## config.mk

```make
export PLATFORM = sky130hd
export DESIGN_NAME = pipeline_catch_buffer
export DESIGN_NICKNAME = d
export VERILOG_FILES = /design/src/rtl/pipeline_catch_buffer.sv
export SDC_FILE = /design/constraint.sdc
export NUM_CORES = 1
export LEC_CHECK = 0
export CORE_MARGIN = 3
export CORE_UTILIZATION = 50
export CTS_CLUSTER_SIZE = 20
export DETAILED_ROUTE_END_ITERATION = 10
export GPL_TIMING_DRIVEN = 0
export HOLD_SLACK_MARGIN = 0.12
export PLACE_DENSITY = 0.74
export SLEW_MARGIN = 10
export SYNTH_ARGS = -nofsm -noshare
export SYNTH_HDL_FRONTEND = slang
export SYNTH_SLANG_ARGS = --single-unit
```

## constraint.sdc

```tcl
create_clock -name clk -period 6.4 [get_ports clk]
set_input_delay 0.64 -clock clk [delete_from_list [all_inputs] [get_ports clk]]
set_output_delay 0.64 -clock clk [all_outputs]
set_load 0.05 [all_outputs]
```

## src/rtl/pipeline_catch_buffer.sv

```systemverilog
// -----------------------------------------------------------------------------
// pipeline_catch_buffer
//
// Catch buffer placed directly behind a fixed-latency pipeline that cannot
// stall. Issue slots into the pipeline are granted against a credit counter,
// one credit per FIFO entry, so every result that eventually leaves the
// pipeline already has a reserved slot. Results are held in a circular FIFO
// and presented downstream on a valid/ready interface.
//
// Handshakes: a transfer happens on a rising clk edge where valid && ready.
// valid never depends on ready; once m_valid is high it stays high with
// m_data stable until the beat is taken.
//
// Parameters:
//   Width : payload width
//   Depth : FIFO entries and issue credits (>= 1, any value)
//   CntW  : derived counter width, not overridable
//
// Ports:
//   clk          : clock, all state updates on the rising edge
//   rst          : synchronous active-high reset
//   s_valid      : producer wants to issue an item into the pipeline
//   s_ready      : issue granted (a credit is available)
//   pipe_valid   : pipeline output qualifier
//   pipe_data    : pipeline output data
//   m_valid      : downstream data available
//   m_ready      : downstream accepts
//   m_data       : head-of-FIFO data (0 while empty)
//   credits      : free credits
//   overflow_err : sticky, a pipeline beat arrived with the FIFO full
//
// Optional feature (macro PIPELINE_CATCH_BUFFER_BYPASS_EN):
//   When defined and the FIFO is empty, a pipe_valid beat is forwarded to
//   m_valid/m_data combinationally. If it is accepted in the same cycle it is
//   never written. When undefined, results always spend one cycle in the FIFO.
// -----------------------------------------------------------------------------
module pipeline_catch_buffer #(
    parameter  int Width = 8,
    parameter  int Depth = 4,
    localparam int CntW  = $clog2(Depth + 1)
) (
    input  logic             clk,
    input  logic             rst,
    input  logic             s_valid,
    output logic             s_ready,
    input  logic             pipe_valid,
    input  logic [Width-1:0] pipe_data,
    output logic             m_valid,
    input  logic             m_ready,
    output logic [Width-1:0] m_data,
    output logic [CntW-1:0]  credits,
    output logic             overflow_err
);

    localparam int              PtrW     = (Depth > 1) ? $clog2(Depth) : 1;
    localparam logic [CntW-1:0] DepthCnt = CntW'(Depth);
    localparam logic [PtrW-1:0] LastPtr  = PtrW'(Depth - 1);

    // -------------------------------------------------------------------------
    // State
    // -------------------------------------------------------------------------
    logic [Width-1:0] storage [Depth];
    logic [PtrW-1:0]  wr_ptr;
    logic [PtrW-1:0]  rd_ptr;
    logic [CntW-1:0]  count;
    logic [CntW-1:0]  credit_cnt;
    logic             overflow_q;

    // -------------------------------------------------------------------------
    // Combinational control
    // -------------------------------------------------------------------------
    logic fifo_empty;
    logic fifo_full;
    logic bypass;       // beat is presented straight from pipe_* this cycle
    logic bypass_take;  // bypassed beat is consumed without touching storage
    logic issue;
    logic pop;          // downstream transfer, including a bypassed one
    logic fifo_pop;     // transfer that removes the FIFO head
    logic fifo_write;
    logic drop;

    always_comb begin
        fifo_empty = (count == '0);
        fifo_full  = (count == DepthCnt);

`ifdef PIPELINE_CATCH_BUFFER_BYPASS_EN
        bypass = fifo_empty && pipe_valid;
`else
        bypass = 1'b0;
`endif

        s_ready = (credit_cnt != '0);
        issue   = s_valid && s_ready;

        m_valid = !fifo_empty || bypass;
        if (bypass) begin
            m_data = pipe_data;
        end else if (fifo_empty) begin
            // Storage is never reset, so hide it while nothing is queued.
            m_data = '0;
        end else begin
            m_data = storage[rd_ptr];
        end

        pop         = m_valid && m_ready;
        fifo_pop    = pop && !fifo_empty;
        bypass_take = bypass && m_ready;

        // A full FIFO still accepts a beat when its head leaves in the same
        // cycle; otherwise the beat has nowhere to go and is dropped.
        fifo_write = pipe_valid && !bypass_take && (!fifo_full || fifo_pop);
        drop       = pipe_valid && fifo_full && !fifo_pop;

        credits      = credit_cnt;
        overflow_err = overflow_q;
    end

    // -------------------------------------------------------------------------
    // Storage (contents intentionally not reset)
    // -------------------------------------------------------------------------
    always_ff @(posedge clk) begin
        if (fifo_write) begin
            storage[wr_ptr] <= pipe_data;
        end
    end

    // -------------------------------------------------------------------------
    // Pointers, occupancy, credits, error flag
    // -------------------------------------------------------------------------
    always_ff @(posedge clk) begin
        if (rst) begin
            wr_ptr     <= '0;
            rd_ptr     <= '0;
            count      <= '0;
            credit_cnt <= DepthCnt;
            overflow_q <= 1'b0;
        end else begin
            // Explicit wrap because Depth need not be a power of two.
            if (fifo_write) begin
                wr_ptr <= (wr_ptr == LastPtr) ? '0 : wr_ptr + PtrW'(1);
            end
            if (fifo_pop) begin
                rd_ptr <= (rd_ptr == LastPtr) ? '0 : rd_ptr + PtrW'(1);
            end

            if (fifo_write && !fifo_pop) begin
                count <= count + CntW'(1);
            end else if (fifo_pop && !fifo_write) begin
                count <= count - CntW'(1);
            end

            // issue implies credit_cnt != 0, so the decrement cannot wrap.
            // The increment is clamped so a producer that ignores s_ready
            // cannot push the counter above Depth.
            if (issue && !pop) begin
                credit_cnt <= credit_cnt - CntW'(1);
            end else if (pop && !issue && (credit_cnt != DepthCnt)) begin
                credit_cnt <= credit_cnt + CntW'(1);
            end

            if (drop) begin
                overflow_q <= 1'b1;
            end
        end
    end

endmodule

```

# Word level (Yosys, flattened, before mapping)

Memories as Yosys holds them, arrays and structs flattened. A register that Yosys moved wholly into a read port is not among the register bits.
Index checks and enable logic that the tools add are counted.

Muxes and demuxes: 11
Reductions and logical operators: 22
Eq/ne operators: 4
Add/subtract/negate cells: 6

Operator list:

| cell                                                                | count |
|---|---|
| 3-bit two-way mux                                                   | 4 |
| 1-bit logical AND                                                   | 11 |
| 2-bit two-way mux                                                   | 4 |
| 8-bit two-way mux                                                   | 1 |
| 3-bit by 1-bit adder with 3-bit output (second input constant)      | 2 |
| 1-bit logical NOT                                                   | 6 |
| 3-bit by 1-bit subtractor with 3-bit output (second input constant) | 2 |
| 2-bit by 1-bit adder with 2-bit output (second input constant)      | 2 |
| 2-bit == test (second input constant)                               | 2 |
| 2-bit nonzero test                                                  | 2 |
| 3-bit == test (second input constant)                               | 1 |
| 3-bit logical NOT                                                   | 1 |
| 3-bit inequality test (second input constant)                       | 1 |
| 3-bit nonzero test                                                  | 1 |
| 1-bit two-way mux                                                   | 2 |
| 1-bit logical OR                                                    | 1 |

Flip-flop bits (word level): 11
RAM bits: 32
Word-level logic and storage cells: 49
Memories kept: 1
Output and inout port bits: 14

Memory list:

| name    | words | bits a word | read ports | clocked after memory_dff | wr ports | RTL line | source |
|---|---|---|---|---|---|---|---|
| storage | 4     | 8           | 1          | 1                        | 1        | 62       | `logic [Width-1:0] storage [Depth];` |

# Depth between registers and ports, before layout

Gate-level depths: netlist of the first run.

Word-level depth: 10
Gate-level depth with buffers: 9
Gate-level depth less buffers: 8

# Worst setup path before layout of the first run

No wires, ideal clock.

Path type: reg-to-reg
From: register credit_cnt[2] (netlist: credits[2])
To: register credit_cnt[2] (netlist: credits[2])
Data arrival time: 2.694 ns
Buffers on the path: 0
Clock period less this slack: 2.828 ns
Cell stages (with the launch flop): 7
Path slack: 3.572 ns
Path through: dfxtp_1 -> or3_1 -> nand3_1 -> fa_1 -> or3_1 -> o211a_1 -> or4_1

Longest elaborated chain between the ends: 6
Elaborated cells on any way between the ends: 12
Classes of those cells: add/sub (2); eq/ne (1); mux (2); reduce/logical (7)

Ends and longest elaborated chain:

| item                           | RTL line | source |
|---|---|---|
| start: declaration             | 66       | `logic [CntW-1:0] credit_cnt;` |
| start signal: assignment       | 135      | `credit_cnt <= DepthCnt;` |
| start signal: assignment       | 156      | `credit_cnt <= credit_cnt - CntW'(1);` |
| start signal: assignment       | 158      | `credit_cnt <= credit_cnt + CntW'(1);` |
| 3-bit nonzero test *           | 92       | `s_ready = (credit_cnt != '0);` |
| via s_ready                    | 45       | `output logic s_ready,` |
| 1-bit logical AND *            | 93       | `issue = s_valid && s_ready;` |
| 1-bit logical NOT              | 157      | `end else if (pop && !issue && (credit_cnt != DepthCnt)) begin` |
| 1-bit logical AND (2 in a row) | 157      |  |
| 2-bit nonzero test (no line)   | n/a      |  |

Mark *: on every way through the listed nets, which the timed path passes. The rest lies on a longest branch. The select of a mux whose other input is x is not followed.
A chain may end at the register's enable or synchronous reset.

# Worst setup path after layout of the first run

From: register count[0]
To: output port m_data[4]

Longest elaborated chain between the ends: 2

Ends and longest elaborated chain:

| item                     | RTL line | source |
|---|---|---|
| start: declaration       | 65       | `logic [CntW-1:0] count;` |
| start signal: assignment | 147      | `count <= count + CntW'(1);` |
| start signal: assignment | 149      | `count <= count - CntW'(1);` |
| 3-bit logical NOT        | 83       | `fifo_empty = (count == '0);` |
| 8-bit two-way mux        | 98       | `end else if (fifo_empty) begin` |
| end: declaration         | 50       | `output logic [Width-1:0] m_data,` |

No other way between the ends.

==> flow_summary.ini, run 1 <==
[status]
status = completed

[drt]
met3_length_um = 123
wl_met1_um = 1300
highest_layer = met4
via_count = 1146
wirelength_um = 3270
drc = 0
drtAntennaViolNets = 0
via_per_inst = 5.28
dr_wl_met2_um = 1810
drt_first_pass_iters = 4
initialDrtViolationCount = 81
drt-wirelength-per-cell_um = 15.1

[cts]
worstSkewPairLatency_ps = 280
postCtsResizedCells = 0
clk_pin_slew_worst_paths_ps = 80
cts-hold-fix-buffers = 0
cts_inserted_buffers = 5
cts_buffer_depth = 2
cts_setup_buffers = 0
htree_levels = 2
cts_sinks = 45
cts_tree = built
root_buffer = clkbuf_8

[placed_design]
preCtsSetupSlack_ps = 3210
dpl.hpwl_um = 2390
place_congestion = 0.808
numPortBuffers = 25
dpl_cell_area_mm2 = 0.00228

[sta]
rsz0062_at_grt = false
min_period_over_period = 0.481
worst_slew_pin_slew_ps = 1120
worst_clock_skew_ps = 5.85
relSlewSlack = 0.247
finalHoldViolations = 0
fin_setup_tns_ps = 0
fin_hold_ws_ps = 473
worst_slack_ps = 3320
maxSlewViolCount = 0
fmax_mhz = 325
setup_violations = 0
post-route-min-period_ps = 3080

[setup_path]
path_max_fanout = 9
critical_path_required_ps = 5760
path_buf_inv = 1
crit_type = reg2out
cpLargestDelayFamily = simple AND/OR/NAND/NOR gates
cp.arrival_ps = 2440
startpoint_type = register
slowest_stage = nor3_1
end_kind = primary output
crit_chain = nor3_1 > nor2b_1 > clkdlybuf4s50_1
worst_path_largest_cell_delay_ps = 920

[die]
coreArea_mm2 = 0.00374
die_area_mm2 = 0.00473
start_util = 0.526
num_rows = 22
ioPinCount = 27
die_w_um = 68.8
die_height_um = 68.8

[layout]
n_antenna_cell = 0
area_growth_pct = 19.9
final_common_cell = edfxtp_1
multi_input_area_um2 = 694
n_fill_cell = 303
nNetsFinal = 189
final-seq-area_mm2 = 0.00122
post-route-util = 0.631
layout_common_cells = 32 x edfxtp_1, 25 x clkdlybuf4s50_1, 13 x dfxtp_1
drive_gt1_frac = 0.124
final_area_mm2 = 0.00236

[global_routing]
grt_pass1_wl_um = 5260
overflow = 0
antenna_found_initial = 0
grt_pass1_vias = 1127
grt_usage = 0.159
grt_max_degree = 14

[power_and_ir_drop]
p_leak_nw = 0.830
max-vdd-ir-drop_mv = 0.296
cellPowerDensity_mw_per_mm2 = 457

[hold_path]
min_path_type = reg2reg

[synthesis]
synth-adder-area-share = 0.0584
syn_avg_cell_area_um2 = 14.5
netlist_area_mm2 = 0.00197
ys_warn_count = 0
synthMuxAreaShare = 0.117
synth_xor_area_frac = 0.0178
synthSimpleGateAreaFrac = 0.106
syn-num-nets = 157
ys_types = 33
synth_compound_area_frac = 0.0527
synth_top_family_by_area = multiplexers
syn_inst = 136
synth_seq_cells = 45
yosysSeqAreaShare = 0.620

[run]
maxCapViolations = 0
area by class of cell:
| cell class | count | area share |
|---|---|---|
| buffer | 6 | 0.0122 |
| clock buffer | 6 | 0.0307 |
| clock inverter | 2 | 0.00424 |
| inverter | 7 | 0.0111 |
| multi-input combinational | 78 | 0.294 |
| sequential | 45 | 0.517 |
| tap | 48 | 0.0254 |
| timing repair buffer | 25 | 0.106 |
cells by family after synthesis:
| family | Yosys count |
|---|---|
| adder cells (fa/ha/maj) | 8 |
| buffers and inverters | 13 |
| AO/OA/AOI/OAI | 15 |
| flip-flops | 45 |
| AND/OR/NAND/NOR | 38 |
| XOR/XNOR | 4 |
| multiplexers | 13 |
path summary, 6_finish.rpt:
check / startpoint / slack, ps / depth (start not counted) / to
min: overflow_err / 470 / 2 / overflow_err
min reg2reg: overflow_err / 470 / 2 / overflow_err
max: count[0] / 3320 / 3 / m_data[4]
max reg2reg: count[0] / 3680 / 8 / credits[2]
sequential cells by signal (all words and copies together) (netlist names), named ones only:
register and count:
wr_ptr 2, overflow_err 1, storage 32, rd_ptr 2
count 3, credits 3
where the power goes:
part	internal [mW]	switching [mW]	total [mW]
sequential	0.354	0.0359	0.390
combinational	0.208	0.323	0.530
clock	0.0756	0.0842	0.160
per-layer routing:
layer / track usage / vias to the layer above
met2: 0.275 / 23
met4: 0.0584 / 0
met3: 0.0389 / 4
met1: 0.192 / 553
met5: 0 / -
li1: - / 566
synthesized netlist by cell type:
cell	instances	area, um^2
buf_2	2	10.0
buf_4	1	7.51
fa_1	2	40.0
nand2_1	4	15.0
nor3_1	2	10.0
or4_1	1	7.51
mux2_2	1	11.3
o211a_1	1	10.0
or3_1	4	25.0
clkbuf_1	3	11.3
nor2_1	9	33.8
o31a_4	1	17.5
a21oi_1	6	30.0
nor4b_1	1	8.76
mux4_2	8	180
o21ai_0	4	20.0
inv_1	6	22.5
edfxtp_1	32	961
ha_1	6	75.1
inv_2	1	3.75
a311oi_1	1	8.76
mux2i_1	4	40.0
xor2_1	2	17.5
and2_1	4	25.0
dfxtp_1	13	260
o311ai_0	1	8.76
nor4_1	1	6.26
o32ai_1	1	8.76
nand3_1	1	5.00
xnor2_1	2	17.5
and4_1	1	8.76
nand3b_1	1	7.51
nor2b_1	9	56.3
tightest hold or removal path, stage by stage, from the launching register on:
cell	delay (ps)
dfxtp_1	330
a21oi_1	40
nor2_1	70
through the flow:
stage                     power, mW  std cells
final                          1.08        217
after global routing           1.15        217
after CTS                      1.09        217
after detailed placement      0.933        209
after global placement        0.910        209
after floorplan               0.775        136
Power figures use the tool's default switching activity.
==> run 2: changes to the inputs <==
--- a/config.mk
+++ b/config.mk
@@ -6,7 +6,7 @@
 export NUM_CORES = 1
 export LEC_CHECK = 0
 export CORE_MARGIN = 3
-export CORE_UTILIZATION = 50
+export CORE_UTILIZATION = 48
 export CTS_CLUSTER_SIZE = 20
 export DETAILED_ROUTE_END_ITERATION = 10
 export GPL_TIMING_DRIVEN = 0
==> constraint.sdc (replaced) <==
create_clock -name clk -period 2.8 [get_ports clk]
set_input_delay 0.28 -clock clk [delete_from_list [all_inputs] [get_ports clk]]
set_output_delay 0.28 -clock clk [all_outputs]
set_load 0.05 [all_outputs]
==> flow_summary.ini, run 2 (synthesized netlist as in run 1, its figures left out) <==
[setup_path]
endpoint = credits[2]
cp.arrival_ps = 2830
rr_worst_depth = 8
startpoint_type = register
rr_endpoint = credits[2]
crit_type = reg2reg
end_kind = register
path_max_fanout = 10
reg2reg_from = count[2]
r2r_setup_slack_ps = 130
critical_path_required_ps = 2970
crit_start = count[2]

[die]
die_height_um = 70.1
num_rows = 22
coreArea_mm2 = 0.00380
die_area_mm2 = 0.00491
ioPinCount = 27
start_util = 0.519
die_w_um = 70.1

[drt]
drtAntennaViolNets = 0
drt_first_pass_iters = 4
via_count = 1180
initialDrtViolationCount = 61
via_per_inst = 5.44
drc = 0
wirelength_um = 3360
drt-wirelength-per-cell_um = 15.5

[layout]
final_common_cell = edfxtp_1
layout_common_cells = 32 x edfxtp_1, 25 x clkdlybuf4s50_1, 12 x dfxtp_1
n_antenna_cell = 0
nNetsFinal = 189
area_growth_pct = 20.5
top_register = storage
largest_reg_flops = 32
drive_gt1_frac = 0.130

[sta]
finalHoldViolations = 0
setup_violations = 0
relSlewSlack = 0.563
worst_clock_skew_ps = 4.38
post-route-min-period_ps = 2670
worst_slack_ps = 135
rsz0062_at_grt = false
fmax_mhz = 375
worst_slew_pin_slew_ps = 652
min_period_over_period = 0.952
fin_hold_ws_ps = 382
maxSlewViolCount = 0

[global_routing]
overflow = 0
grt_max_degree = 13
grt_pass1_vias = 1235
grt_usage = 0.150
antenna_found_initial = 0
grt_pass1_wl_um = 5660

[placed_design]
place_congestion = 0.741
preCtsSetupSlack_ps = -37.7
dpl.hpwl_um = 2420
numPortBuffers = 25

[cts]
cts_buffer_depth = 2
clk_pin_slew_worst_paths_ps = 70
cts-hold-fix-buffers = 0
worstSkewPairLatency_ps = 290
htree_levels = 2
root_buffer = clkbuf_8
cts_tree = built
cts_inserted_buffers = 5
cts_setup_buffers = 0
cts_sinks = 45

[run]
maxCapViolations = 0

[power_and_ir_drop]
max-vdd-ir-drop_mv = 0.846
p_leak_nw = 0.829
power_mw = 2.49
cellPowerDensity_mw_per_mm2 = 1050

[status]
status = completed

[hold_path]
min_path_type = in2reg
-- run 2: cell types whose count changed in the layout (fill, tap and decap cells not counted), sizes merged --
cell,previous run,this run
clkinv,2,0
clkbuf,9,12
buf,3,2
-- run 2: report_power, final --
| group | switching, mW | internal, mW |
|---|---|---|
| sequential | 0.0905 | 0.812 |
| clock | 0.185 | 0.177 |
| combinational | 0.746 | 0.482 |
-- run 2: worst min path at each step --
stage	start	end	slack (ps)	depth (start not counted)
after floorplan	pipe_data[0]	storage[0][0]	380	0
after global placement	overflow_err	overflow_err	450	2
after detailed placement	overflow_err	overflow_err	460	2
after CTS	s_valid	credits[0]	370	3
after global routing	s_valid	credits[0]	370	3
final	s_valid	credits[0]	380	3
-- run 2: metal layers --
metal  global-route usage  share of wire  vias up
li1                     -              -      569
met1                0.184           0.42      576
met2                0.257           0.53       30
met3               0.0475          0.047        5
met4               0.0404          0.010        0
met5                    0              0        -
-- run 2: metrics by stage --
stage	instances	area (um^2)	TNS (ps)	util
floorplan	136	1980	0	-
global placement	209	2290	0	0.602
detailed placement	209	2290	-37.7	0.602
CTS	217	2370	0	0.624
global route	217	2370	0	0.625
finish	217	2370	0	0.625
-- run 2: timing repair --
item / CTS / global route
pin swaps: 0 / 0
gates resized for setup: 1 / 2
endpoints found under the setup margin: 8 / 1
-- run 2: cell type report --
class                   instances  area (um^2)
fillers                       276         1420
clock buffers                   8         80.1
multi-input cells              78          704
flip-flops and latches         45         1220
inverters                       7         26.3
repair buffers                 25          250
plain buffers                   6         31.3
well taps                      48         60.1
-- run 2: critical path: stages (launching register included) --
cell and delay, ps:
dfxtp_1 360, o31a_4 410, inv_2 60, clkbuf_4 200
nand3_1 120, fa_1 420, or3_1 390, o211a_1 130
or4_1 460
